File: config.mk
export PLATFORM = sky130hd
export DESIGN_NAME = instruction_fetch
export DESIGN_NICKNAME = d
export VERILOG_FILES = /design/src/rtl/instruction_fetch.sv
export SDC_FILE = /design/constraint.sdc
export NUM_CORES = 1
export LEC_CHECK = 0
export BUFFER_PORTS_ARGS = -buffer_cell sky130_fd_sc_hd__buf_2
export CORE_MARGIN = 3
export CORE_UTILIZATION = 57
export DETAILED_ROUTE_END_ITERATION = 8
export GPL_TIMING_DRIVEN = 1
export PLACE_DENSITY = 0.86
export SETUP_SLACK_MARGIN = 0.2
export SYNTH_ARGS = -nofsm -noshare
export SYNTH_HDL_FRONTEND = slang
export SYNTH_SLANG_ARGS = --single-unit
export TNS_END_PERCENT = 20
File: constraint.sdc
create_clock -name clock -period 7.63 [get_ports clock]
set_input_delay 0.3815 -clock clock [delete_from_list [all_inputs] [get_ports clock]]
set_output_delay 0.3815 -clock clock [all_outputs]
set_load 0.01 [all_outputs]
File: src/rtl/instruction_fetch.sv
// Fetch-stage controller: owns the PC, reads instruction memory over req/ack, feeds the IF/ID slot.
// Define IFETCH_SKID_EN to add a one-entry skid buffer so a stalled fetch is kept instead of refetched.
module instruction_fetch #(
  parameter logic [31:0] RESET_PC = 32'h0000_0000,
  parameter logic [31:0] PC_STEP  = 32'd4
) (
  input  logic        clock,
  input  logic        reset,
  input  logic        stall,
  input  logic        redirect,
  input  logic [31:0] redirectPC,
  output logic        imemReq,
  output logic [31:0] imemAddr,
  input  logic        imemAck,
  input  logic [31:0] imemData,
  output logic [31:0] instOut,
  output logic        instValid,
  output logic [31:0] instPC
);

  typedef enum logic [1:0] {IDLE, FETCH, WAIT, DRAIN} state_t;

  state_t      state_q, state_d;
  logic [31:0] pc_q, pc_d;
  logic [31:0] drainAddr_q, drainAddr_d;
  logic [31:0] instOut_q, instOut_d;
  logic [31:0] instPC_q, instPC_d;
  logic        instValid_q, instValid_d;
  logic        slotFree;
  logic [31:0] redirectAligned;
`ifdef IFETCH_SKID_EN
  logic [31:0] skidData_q, skidData_d;
  logic [31:0] skidPC_q, skidPC_d;
`endif

  assign slotFree        = !instValid_q || !stall;
  assign redirectAligned = {redirectPC[31:2], 2'b00};

  assign imemReq   = (state_q == FETCH) || (state_q == DRAIN);
  assign imemAddr  = (state_q == DRAIN) ? drainAddr_q : pc_q;
  assign instOut   = instOut_q;
  assign instPC    = instPC_q;
  assign instValid = instValid_q;

  always_ff @(posedge clock or posedge reset) begin
    if (reset) begin
      state_q     <= IDLE;
      pc_q        <= RESET_PC;
      drainAddr_q <= RESET_PC;
      instOut_q   <= '0;
      instPC_q    <= '0;
      instValid_q <= 1'b0;
`ifdef IFETCH_SKID_EN
      skidData_q  <= '0;
      skidPC_q    <= '0;
`endif
    end else begin
      state_q     <= state_d;
      pc_q        <= pc_d;
      drainAddr_q <= drainAddr_d;
      instOut_q   <= instOut_d;
      instPC_q    <= instPC_d;
      instValid_q <= instValid_d;
`ifdef IFETCH_SKID_EN
      skidData_q  <= skidData_d;
      skidPC_q    <= skidPC_d;
`endif
    end
  end

  // The skid entry is only ever live in WAIT, so leaving WAIT or redirecting empties it implicitly.
  always_comb begin
    state_d     = state_q;
    pc_d        = pc_q;
    drainAddr_d = drainAddr_q;
    instOut_d   = instOut_q;
    instPC_d    = instPC_q;
    instValid_d = instValid_q;
`ifdef IFETCH_SKID_EN
    skidData_d  = skidData_q;
    skidPC_d    = skidPC_q;
`endif
    case (state_q)
      IDLE: begin
        state_d = FETCH;
        if (redirect) begin
          instValid_d = 1'b0;
          pc_d        = redirectAligned;
        end
      end
      FETCH: begin
        if (redirect) begin
          instValid_d = 1'b0;
          pc_d        = redirectAligned;
          drainAddr_d = pc_q;
          state_d     = imemAck ? FETCH : DRAIN;
        end else if (imemAck) begin
          if (slotFree) begin
            instOut_d   = imemData;
            instPC_d    = pc_q;
            instValid_d = 1'b1;
            pc_d        = pc_q + PC_STEP;
          end else begin
`ifdef IFETCH_SKID_EN
            skidData_d = imemData;
            skidPC_d   = pc_q;
            pc_d       = pc_q + PC_STEP;
`endif
            state_d = WAIT;
          end
        end else if (!stall) begin
          instValid_d = 1'b0;
        end
      end
      WAIT: begin
        if (redirect) begin
          instValid_d = 1'b0;
          pc_d        = redirectAligned;
          state_d     = FETCH;
        end else if (!stall) begin
`ifdef IFETCH_SKID_EN
          instOut_d   = skidData_q;
          instPC_d    = skidPC_q;
          instValid_d = 1'b1;
`else
          instValid_d = 1'b0;
`endif
          state_d = FETCH;
        end
      end
      DRAIN: begin
        // The abandoned request must still complete before a new address may be presented.
        if (redirect) begin
          pc_d = redirectAligned;
        end
        if (imemAck) begin
          state_d = FETCH;
        end
      end
      default: state_d = IDLE;
    endcase
  end

endmodule

After elaboration in Yosys (flattened, before gate mapping)
Index checks and enable logic that the tools add are counted.
{ "classes": {"n_eq_ne": 11, "muxes": 21, "n_reduce_logical": 12, "n_addsub": 1, "bitwise": 1} }
{ "op_table": {"columns": ["operator", "count"], "rows": [
  ["two-way mux 32 bit", 5],
  ["one-hot mux 32 bit (2 select lines)", 1],
  ["adder 32 x 3 -> 32 bit, second input constant", 1],
  ["two-way mux 2 bit", 7],
  ["inequality test 3 bit, second input constant", 4],
  ["one-hot mux 2 bit (4 select lines)", 1],
  ["AND reduction 4 bit", 2],
  ["two-way mux 1 bit", 6],
  ["AND reduction 3 bit", 2],
  ["== test 2 bit, second input constant", 2],
  ["inequality test 2 bit, second input constant", 2],
  ["inequality test 4 bit, second input constant", 1],
  ["one-hot mux 1 bit (3 select lines)", 1],
  ["nonzero test 3 bit", 1],
  ["OR reduction 3 bit", 1],
  ["== test 2 x 1 -> 1 bit, second input constant", 1],
  ["logical NOT 1 bit", 2],
  ["logical NOT 2 bit", 1],
  ["logical OR 1 bit", 2],
  ["inequality test 2 x 1 -> 1 bit, second input constant", 1],
  ["AND reduction 2 bit", 1],
  ["inverter 1 bit", 1]
]} }
{ "word_totals": {"register_bits": 131, "input_bits": 69, "word_cells": 52} }

Logic depth before layout (Yosys ltp)
{ "depth": {"ltp_word": 6, "mapped_depth": 8, "depth_no_buf": 7} }

Least setup slack after synthesis
Ideal clock, no wire load.
{ "synth_timing": {"path_kind": "flip-flop to flip-flop", "start": "register state_q[1]", "end": "register pc_q[14]", "required_ps": 7494, "slack_ps": 5659, "stages_incl_launch_ff": 9, "period_less_slack_ps": 1971, "t_arrival_ps": 1834, "setup_ps": 136, "path_cell_list": "dfrtp_1 -> inv_1 -> ha_1 -> inv_1 -> o21a_1 -> nor2_1 -> clkbuf_1 -> a21oi_1 -> a2bb2oi_1"} }
{ "synth_via": {"elab_chain_cells": 4} }
{ "synth_rtl": {"columns": ["item", "line", "text"], "rows": [
  ["start: declaration", "23", "state_t state_q, state_d;"],
  ["start signal: assignment", "58", "state_q <= state_d;"],
  ["== test 2 bit or logical NOT 2 bit (tied branches)", "83", "case (state_q)"],
  ["OR reduction 3 bit (no source line)", null, null],
  ["inequality test 2 x 1 -> 1 bit (no source line)", null, null],
  ["AND reduction 3 bit (no source line)", null, null],
  ["end signal: assignment", "59", "pc_q <= pc_d;"],
  ["end: declaration", "24", "logic [31:0] pc_q, pc_d;"]
]} }
Parallel ways exist; a longest one is shown, timed or not.
A chain may end at the register's enable or synchronous reset.

Final worst setup path
{ "layout_timing": {"start": "register state_q[0]", "end": "output port imemAddr[4]"} }
{ "layout_via": {"elab_chain_cells": 2} }
{ "layout_rtl": {"columns": ["item", "line", "text"], "rows": [
  ["== test 2 bit", "40", "assign imemAddr = (state_q == DRAIN) ? drainAddr_q : pc_q;"],
  ["two-way mux 32 bit", "40", null],
  ["end: declaration", "13", "output logic [31:0] imemAddr,"]
]} }
Every way passes these cells.

==> metrics.csv <==
metric,value,unit
Vias,4657,
DP HPWL,9.89,mm
Layout fillers,686,
drt pass-1 iters,5,
starting density of the core,0.598,
Logic pwr share,0.381,
sequential area share after synthesis,0.523,
post-synth top area cell,dfrtp_1,
htree depth,4,
clock-pin slew on the worst setup and hold paths,0.06,ns
Crit Path Category,reg -> out,
area occupied by multi-input gates,0.00266,sq mm
sequential share of power,0.379,
commonest cells in the netlist,"dfrtp_1, mux2_2, nand2_1",
Worst Skew,0.00535,ns
status,"complete, no violations",
Max-slew headroom,0.249,
CORE AREA,0.0100,sq mm
placed cell areas,0.00682,sq mm
top-count cell post-synth,dfrtp_1,
drt drc,0,
synthesis-to-finish area growth,23.5,%
Critical Path RT,7.25,ns
setup ws final,4.74,ns
Synth cell types,57,
pwr dens,425,mW/mm^2
All-Layer GR Usage,0.257,
Mapped Cells,494,
total grt overflow,0,
WL per Instance,18.4,microns
gp weighted congestion,0.852,
total leakage power,3.35,nW
TritonCTS clock tree,built,
period utilization,0.379,
Tmin final,2.89,ns
initial antenna violation count,1,
Crit. End Element,output port,
Num CTS Buffers,17,
Synth Register Bits,125,
number of flops mapped to enable cells by yosys,0,
final hold vios,0,
Die Wd,108,microns
post-route cell area,0.00739,sq mm
Pint,2.05,mW
Sink Count,125,
Peak Freq,346,MHz
Clock Power Share,0.240,
NetSw,1.09,mW
Mean Syn Cell Area,12.1,sq um
"Slew Viols, Final",0,
RSZ-0062 raised after global routing,no,
layout cells sized above 1,0.496,
vias in the first global route,4684,
num ports,167,
largest net degree at the start of global routing,86,
die footprint,0.0118,sq mm
CTS root buffer,clkbuf_8,
row count,36,
first-pass GRT wire length,23.4,mm
min-delay worst type,in -> reg,
Critical Path AT,2.51,ns
chip height,108,microns
"top cells by area, synth","dfrtp_1, mux2_2, nand2_1",
Crit Path Max Fanout,20,
final WL,14.5,mm
post-CTS setup buffer count,0,
sw frac,0.347,
IO Port Bufs,160,
drt first-iter violations,324,
Worst-Skew Late Latency,0.51,ns
antenna-violating nets left,0,
dominant register cell in the synthesized netlist,dfrtp_1,
Startpoint Class,flop,
ys async rst share,1.00,
final core utilization,0.739,
worst IR drop on VDD,0.239,mV
post-synth top area share,0.523,
synth warn,0,
final setup vio count,0,
Max clock buf depth,2,
NumNets Final,722,
Slew @ Worst Pin,1.12,ns
DP Worst Slack,4.96,ns
maxcap violations,0,
TNS Setup,0,ns
drt via density,5.89,
hold slack,0.0888,ns
Storage cell area,0.00313,sq mm
Syn Std Cell Area,0.00598,sq mm
## layer usage
layer / global-route usage / wire length (microns)
met4: 0.111 / 373
met3: 0.0549 / 798
met1: 0.327 / 5830
met5: 0 / 0
met2: 0.424 / 7540
## flip-flops by register name, summed over array words and instances (netlist names)
name / count
instValid: 1
state_q: 2
pc_q: 30
drainAddr_q: 30
instPC: 30
instOut: 32
## per-stage QoR
step,instances,power (mW)
2_1_floorplan,497,1.94
3_3_place_gp,760,2.32
3_5_place_dp,760,2.39
4_1_cts,790,3.16
5_1_grt,791,3.33
6_report,791,3.14
## worst max-delay path, cell delays in order (launching register included)
cell	delay [ns]
dfrtp_1	0.43
ha_1	0.62
buf_4	0.41
mux2_2	0.38
buf_2	0.14
## cells in the final DEF, fill, tap and decap left out, types with 4 or more instances in the layout
cell         n
buf_2      160
dfrtp_1    125
mux2_2     121
nand2_1     40
nor2_1      20
o21ai_0     16
clkbuf_16   16
nand3_1     15
a21oi_1     15
xnor2_1      7
inv_1        6
ha_1         6
and3_1       5
nand4_1      5
nor3_1       5
o22ai_1      5
a31oi_1      5
and4_2       4
a211oi_1     4
conb_1       4
clkbuf_8     4
buf_4        4
## worst paths after layout
kind | start | end | slack [ns] | depth (start not counted)
max in group asynchronous | reset | pc_q[14] | 5.70 | 4
max | state_q[0] | imemAddr[4] | 4.74 | 4
max reg2reg | state_q[1] | pc_q[28] | 4.78 | 7
min in group asynchronous | reset | instOut[19] | 0.48 | 3
min | redirectPC[12] | pc_q[12] | 0.09 | 3
min reg2reg | drainAddr_q[5] | drainAddr_q[5] | 0.48 | 2
## power by group through the flow
| stage | Sequential, mW | Clock (mW) | Combinational [mW] |
|---|---|---|---|
| floorplan | 1.21 | 0 | 0.730 |
| global placement | 1.16 | 0 | 1.16 |
| detailed placement | 1.19 | 0 | 1.19 |
| CTS | 1.19 | 0.764 | 1.21 |
| global route | 1.23 | 0.793 | 1.30 |
| finish | 1.19 | 0.751 | 1.20 |
## layout make-up
type | count | area share
tap | 133 | 0.0225
sequential | 125 | 0.424
timing repair buffer | 165 | 0.114
inverter | 8 | 0.00440
multi-input combinational | 330 | 0.360
clock buffer | 22 | 0.0627
antenna | 1 | 0.000339
clock inverter | 7 | 0.0122
## cell families after synthesis
group	after synthesis	synth area share
other	1	0.000627
xor gates and xnor gates	10	0.0147
adders and majority gates	6	0.0126
buffers and inverters	42	0.0350
muxes	121	0.228
DFF	125	0.523
and+or+nand+nor	113	0.101
AOI/OAI and AO/OA	76	0.0852
## timing repair
item	CTS	global route
endpoints found under the hold margin	40	0
gates resized for setup	0	0
hold buffers	1	0
No activity file was read; power rests on OpenSTA's default activity.
